### config.mk
export PLATFORM = sky130hd
export DESIGN_NAME = pipeline_ctrl
export DESIGN_NICKNAME = d
export VERILOG_FILES = /design/src/rtl/pipeline_ctrl.sv
export SDC_FILE = /design/constraint.sdc
export NUM_CORES = 1
export LEC_CHECK = 0
export ABC_CLOCK_PERIOD_IN_PS = 2500
export BUFFER_PORTS_ARGS = -buffer_cell sky130_fd_sc_hd__buf_2
export CAP_MARGIN = 10
export CORE_ASPECT_RATIO = 0.9
export CORE_MARGIN = 1
export CORE_UTILIZATION = 54
export CTS_BUF_LIST = sky130_fd_sc_hd__clkbuf_2
export CTS_CLUSTER_DIAMETER = 120
export DETAILED_ROUTE_END_ITERATION = 16
export PLACE_DENSITY = 0.82
export SLEW_MARGIN = 20
export SYNTH_ARGS = -nofsm -noshare
export SYNTH_HDL_FRONTEND = slang
export SYNTH_SLANG_ARGS = --single-unit
### constraint.sdc
create_clock -name clk_i -period 2.5 [get_ports clk_i]
set_clock_uncertainty 0.15 [all_clocks]
set_input_delay 0.25 -clock clk_i [delete_from_list [all_inputs] [get_ports clk_i]]
set_output_delay 0.25 -clock clk_i [all_outputs]
set_load 0.05 [all_outputs]
### src/rtl/pipeline_ctrl.sv
// Stall/flush sequencer for the five-stage rv32 pipeline: turns hazards, mul/div
// occupancy, memory wait states and redirects into stage enables, bubbles and flushes.
module pipeline_ctrl #(
  parameter int CNT_W = 32
) (
  input  logic             clk_i,
  input  logic             rst_i,
  input  logic [4:0]       id_rs1_i,
  input  logic [4:0]       id_rs2_i,
  input  logic             id_uses_rs1_i,
  input  logic             id_uses_rs2_i,
  input  logic [4:0]       id_ex_rd_i,
  input  logic             id_ex_is_load_i,
  input  logic             md_start_i,
  input  logic             md_done_i,
  input  logic             dmem_req_i,
  input  logic             dmem_ack_i,
  input  logic             redirect_i,
  output logic             pc_en_o,
  output logic             if_id_en_o,
  output logic             if_id_flush_o,
  output logic             id_ex_en_o,
  output logic             id_ex_flush_o,
  output logic             ex_mm_en_o,
  output logic             ex_mm_flush_o,
  output logic             mm_wb_en_o,
  output logic [CNT_W-1:0] stall_cnt_o,
  output logic [CNT_W-1:0] flush_cnt_o
);

  typedef enum logic [1:0] {
    RUN      = 2'd0,
    MD_WAIT  = 2'd1,
    MEM_WAIT = 2'd2
  } state_t;

  state_t state_reg, state_next;

  logic memfrz;
  logic md_stall;
  logic load_use;
  logic redirect_take;

  assign memfrz   = dmem_req_i & ~dmem_ack_i;
  assign md_stall = md_start_i & ~md_done_i;
  assign load_use = id_ex_is_load_i && (id_ex_rd_i != 5'd0) &&
                    ((id_uses_rs1_i && (id_rs1_i == id_ex_rd_i)) ||
                     (id_uses_rs2_i && (id_rs2_i == id_ex_rd_i)));

  // State register
  always_ff @(posedge clk_i or posedge rst_i) begin
    if (rst_i) begin
      state_reg <= RUN;
    end else begin
      state_reg <= state_next;
    end
  end

  // Next-state logic; MEM_WAIT resolves exactly like RUN once the ack arrives
  always_comb begin
    state_next = state_reg;
    case (state_reg)
      MD_WAIT: begin
        if (!memfrz && md_done_i) state_next = RUN;
      end
      default: begin
        if (memfrz)        state_next = MEM_WAIT;
        else if (md_stall) state_next = MD_WAIT;
        else               state_next = RUN;
      end
    endcase
  end

  // Output logic
  always_comb begin
    pc_en_o       = 1'b1;
    if_id_en_o    = 1'b1;
    if_id_flush_o = 1'b0;
    id_ex_en_o    = 1'b1;
    id_ex_flush_o = 1'b0;
    ex_mm_en_o    = 1'b1;
    ex_mm_flush_o = 1'b0;
    mm_wb_en_o    = 1'b1;
    redirect_take = 1'b0;

    case (state_reg)
      MD_WAIT: begin
        if (memfrz) begin
          pc_en_o    = 1'b0;
          if_id_en_o = 1'b0;
          id_ex_en_o = 1'b0;
          ex_mm_en_o = 1'b0;
          mm_wb_en_o = 1'b0;
        end else if (!md_done_i) begin
          pc_en_o       = 1'b0;
          if_id_en_o    = 1'b0;
          id_ex_en_o    = 1'b0;
          ex_mm_flush_o = 1'b1;
        end
      end
      default: begin
        if (memfrz) begin
          pc_en_o    = 1'b0;
          if_id_en_o = 1'b0;
          id_ex_en_o = 1'b0;
          ex_mm_en_o = 1'b0;
          mm_wb_en_o = 1'b0;
        end else if (md_stall) begin
          pc_en_o       = 1'b0;
          if_id_en_o    = 1'b0;
          id_ex_en_o    = 1'b0;
          ex_mm_flush_o = 1'b1;
        end else if (redirect_i) begin
          if_id_flush_o = 1'b1;
          id_ex_flush_o = 1'b1;
          redirect_take = 1'b1;
        end else if (load_use) begin
          pc_en_o       = 1'b0;
          if_id_en_o    = 1'b0;
          id_ex_flush_o = 1'b1;
        end
      end
    endcase

    // Hold every stage quiet while reset is asserted
    if (rst_i) begin
      pc_en_o       = 1'b0;
      if_id_en_o    = 1'b0;
      if_id_flush_o = 1'b0;
      id_ex_en_o    = 1'b0;
      id_ex_flush_o = 1'b0;
      ex_mm_en_o    = 1'b0;
      ex_mm_flush_o = 1'b0;
      mm_wb_en_o    = 1'b0;
      redirect_take = 1'b0;
    end
  end

  // Saturating performance counters: index 0 = stall cycles, 1 = accepted redirects
  logic [1:0]       cnt_inc;
  logic [CNT_W-1:0] cnt_reg [2];

  assign cnt_inc[0] = ~pc_en_o;
  assign cnt_inc[1] = redirect_take;

  generate
    for (genvar gi = 0; gi < 2; gi++) begin : g_cnt
      always_ff @(posedge clk_i or posedge rst_i) begin
        if (rst_i) begin
          cnt_reg[gi] <= '0;
        end else if (cnt_inc[gi] && (cnt_reg[gi] != {CNT_W{1'b1}})) begin
          cnt_reg[gi] <= cnt_reg[gi] + 1'b1;
        end
      end
    end
  endgenerate

  assign stall_cnt_o = cnt_reg[0];
  assign flush_cnt_o = cnt_reg[1];

endmodule

==> flow_metrics.tcl <==
set metrics [dict create \
    crit_arrival_ns 1.97 \
    muxShareOfSynthArea 0.00657 \
    grt_max_degree 49 \
    hold_violations 0 \
    hold_class "input port to async pin" \
    die_w_um 86.0 \
    cellLeakagePower_nw 2.08 \
    core.rowCount 27 \
    finalCritPeriodShare 0.950 \
    antenna_found_initial 0 \
    setup_ws_ns 0.125 \
    synthArstFlopShare 1.00 \
    dpl-instance-area_um2 4070 \
    yosys_most_used_dff "dfrtp_1" \
    hpwl_mm 5.38 \
    synth_fa_ha_area_frac 0.00730 \
    wl_met3_um 347 \
    max_clock_freq_ghz 0.421 \
    dr_wl_met2_mm 3.75 \
    startpoint_type "input port" \
    worst_hold_slack_ns 0.169 \
    root_buffer "clkbuf_2" \
    yosysSeqAreaShare 0.482 \
    path_cells "dlygate4sd3_1 -> buf_2 -> inv_1 -> a2111oi_2 -> nand2_1 -> inv_1 -> buf_4" \
    ant_nets 0 \
    crit_path_end_kind "primary output" \
    drt_iter0_markers 124 \
    clock_latency_ns 0.51 \
    synth-seq-cells 66 \
    gp_congestion 0.873 \
    cts_buffers 9 \
    cts_tree "done" \
    grt_pass1_wl_mm 12.8 \
    clkTransAtPathRegs_ns 0.19 \
    switchingPower_mw 1.38 \
    worstPathMaxFanout 5 \
    syn-cell-area_um2 3430 \
    wl_met1_mm 3.37 \
    pwr-share-clk 0.201 \
    p_int_mw 1.74 \
    wirelength_mm 7.58 \
    worst-setup-path-type "input port to primary output" \
    netlist_instances 337 \
    yosysWarnings 0 \
    drc 0 \
    drive_gt1_frac 0.317 \
    avgSynthCellArea_um2 10.2 \
    synth_xor_area_frac 0.184 \
    final_nets 479 \
    start_util 0.560 \
    die_area_um2 6670 \
    yosys.area_share.simple 0.250 \
    max_stage_delay_ns 0.53 \
    synth_edf_count 0 \
    ios 97 \
    die_h_um 77.6 \
    vias 2908 \
    port_buffers 96 \
    routedWlPerCell_um 13.9 \
    post-route-min-period_ns 2.37 \
    clk_path_buf_depth 2 \
    final.setup.tns_ns 0 \
    cap_violations 0 \
    power_mw 3.12 \
    via_per_inst 5.35 \
    synth_compound_area_frac 0.0340 \
    cpMostUsedCell "inv_1" \
    slew_viol_final 0 \
    cp_num_buf_inv 5 \
    setup_viol 0 \
    slew_headroom 0.710 \
    p_per_area_nw_per_um2 726 \
    clock_sinks 66 \
    fin_area_um2 4300 \
    tightest_slew_ns 0.435 \
    comb_power_share 0.356 \
    cts_htree_levels 3 \
    rsz0062_at_grt "false" \
    synth_nets 364 \
    grtUsageTotal 0.246 \
    area_growth_pct 25.4 \
    ir_worst_vdd_uv 455 \
    p_sw_frac 0.443 \
    dr.pass1.iters 4 \
    pwr-share-seq 0.444 \
    top_layer "met4" \
    core_um2 6110 \
    grt_pass1_vias 2795 \
    synth_top_family_by_area "simple AND/OR/NAND/NOR gates" \
    critical-path-top-delay-family "buffers and inverters" \
    dp_slack_ns 0.223 \
    required_ns 2.10 \
    gr-total-overflow 0 \
    status "finished clean" \
    synth.distinct_cells 42 \
    antennaDiodeCount 0 \
    cp_slowest_cell "dlygate4sd3_1" \
]
[power groups by stage]
stage | Sequential (mW) | Combinational (mW) | Clock [mW]
after floorplan | 1.87 | 0.330 | 0
after global placement | 1.39 | 1.07 | 0
after detailed placement | 1.40 | 1.09 | 0
final | 1.38 | 1.11 | 0.626
after CTS | 1.38 | 1.10 | 0.641
after global routing | 1.41 | 1.18 | 0.687
[per-layer routing]
| layer | up-vias | global-route usage |
|---|---|---|
| met3 | 14 | 0.0766 |
| met2 | 88 | 0.403 |
| li1 | 1396 | - |
| met4 | 0 | 0.0700 |
| met5 | - | 0 |
| met1 | 1410 | 0.312 |
[metrics by stage]
stage	instances	util
4_1_cts	542	0.694
6_report	544	0.703
3_5_place_dp	521	0.666
2_1_floorplan	337	-
3_3_place_gp	521	0.666
5_1_grt	544	0.703
[area by class of cell]
class	count	area (µm²)
clock buffer	9	45.0
clock inverter	7	67.6
fill	468	1820
inverter	15	56.3
multi-input combinational	246	1690
sequential	66	1660
tap	87	109
timing repair buffer	114	678
[synthesized netlist by cell type (2+ instances only)]
library cell  instances  area, µm²
inv_1                15       56.3
xnor2_1              21        184
nor2b_1               3       18.8
or2_2                 2       12.5
nor4b_1               5       43.8
buf_2                 6       30.0
nand2_1              25       93.8
nand3_1              25        125
xor2_1               51        447
a21oi_1               3       15.0
and3_1                2       12.5
ha_1                  2       25.0
nor4_1                9       56.3
nor3_1               23        115
dfrtp_1              66       1650
and4_1                6       52.6
nor2_1               31        116
buf_6                 2       22.5
nor3b_1               2       15.0
nor3_2                2       20.0
nand4_1              13       81.3
a31oi_1               2       12.5
buf_4                 2       15.0
[cells by family after synthesis]
family | Yosys count
compound gates | 13
xor+xnor | 72
flops | 66
buf+inv | 25
mux | 2
simple gates | 157
fa+ha+maj | 2
[what timing repair did]
| action | in CTS | in global routing |
|---|---|---|
| gates resized for setup | 3 | 6 |
| gates cloned | 0 | 1 |
| hold buffers | 5 | 0 |
| endpoints found under the setup margin | 3 | 3 |
| hold endpoints to repair | 50 | 0 |
| buffers inserted | 0 | 1 |
[tightest hold or removal path: stages]
cell           delay, ns
dlygate4sd3_1       0.54
buf_2               0.16
inv_2               0.33
[cells in the final DEF (no fill, tap or decap), types with 3 or more instances in the layout]
cell	n
nor4b_1	5
xor2_1	51
a21oi_1	3
nand3_1	25
xnor2_1	21
nor3_2	3
nand4_1	13
dlygate4sd3_1	5
inv_1	14
nor3_1	22
clkbuf_2	9
dfrtp_2	3
buf_4	13
nor2_1	30
nand2_1	25
buf_2	93
nor4_1	9
dfrtp_1	63
and4_1	6
[final timing paths]
check	startpoint	end	slack, ns	depth (start not counted)
min in group clk_i	redirect_i	flush_cnt_o[0]	0.18	5
worst max-delay path	md_done_i	if_id_flush_o	0.13	7
worst min-delay path	rst_i	flush_cnt_o[14]	0.17	3
max in group asynchronous	rst_i	stall_cnt_o[2]	1.42	4
worst min register to register	flush_cnt_o[22]	flush_cnt_o[22]	0.35	1
worst max register to register	stall_cnt_o[12]	stall_cnt_o[1]	0.19	7
Power figures use the tool's default switching activity.
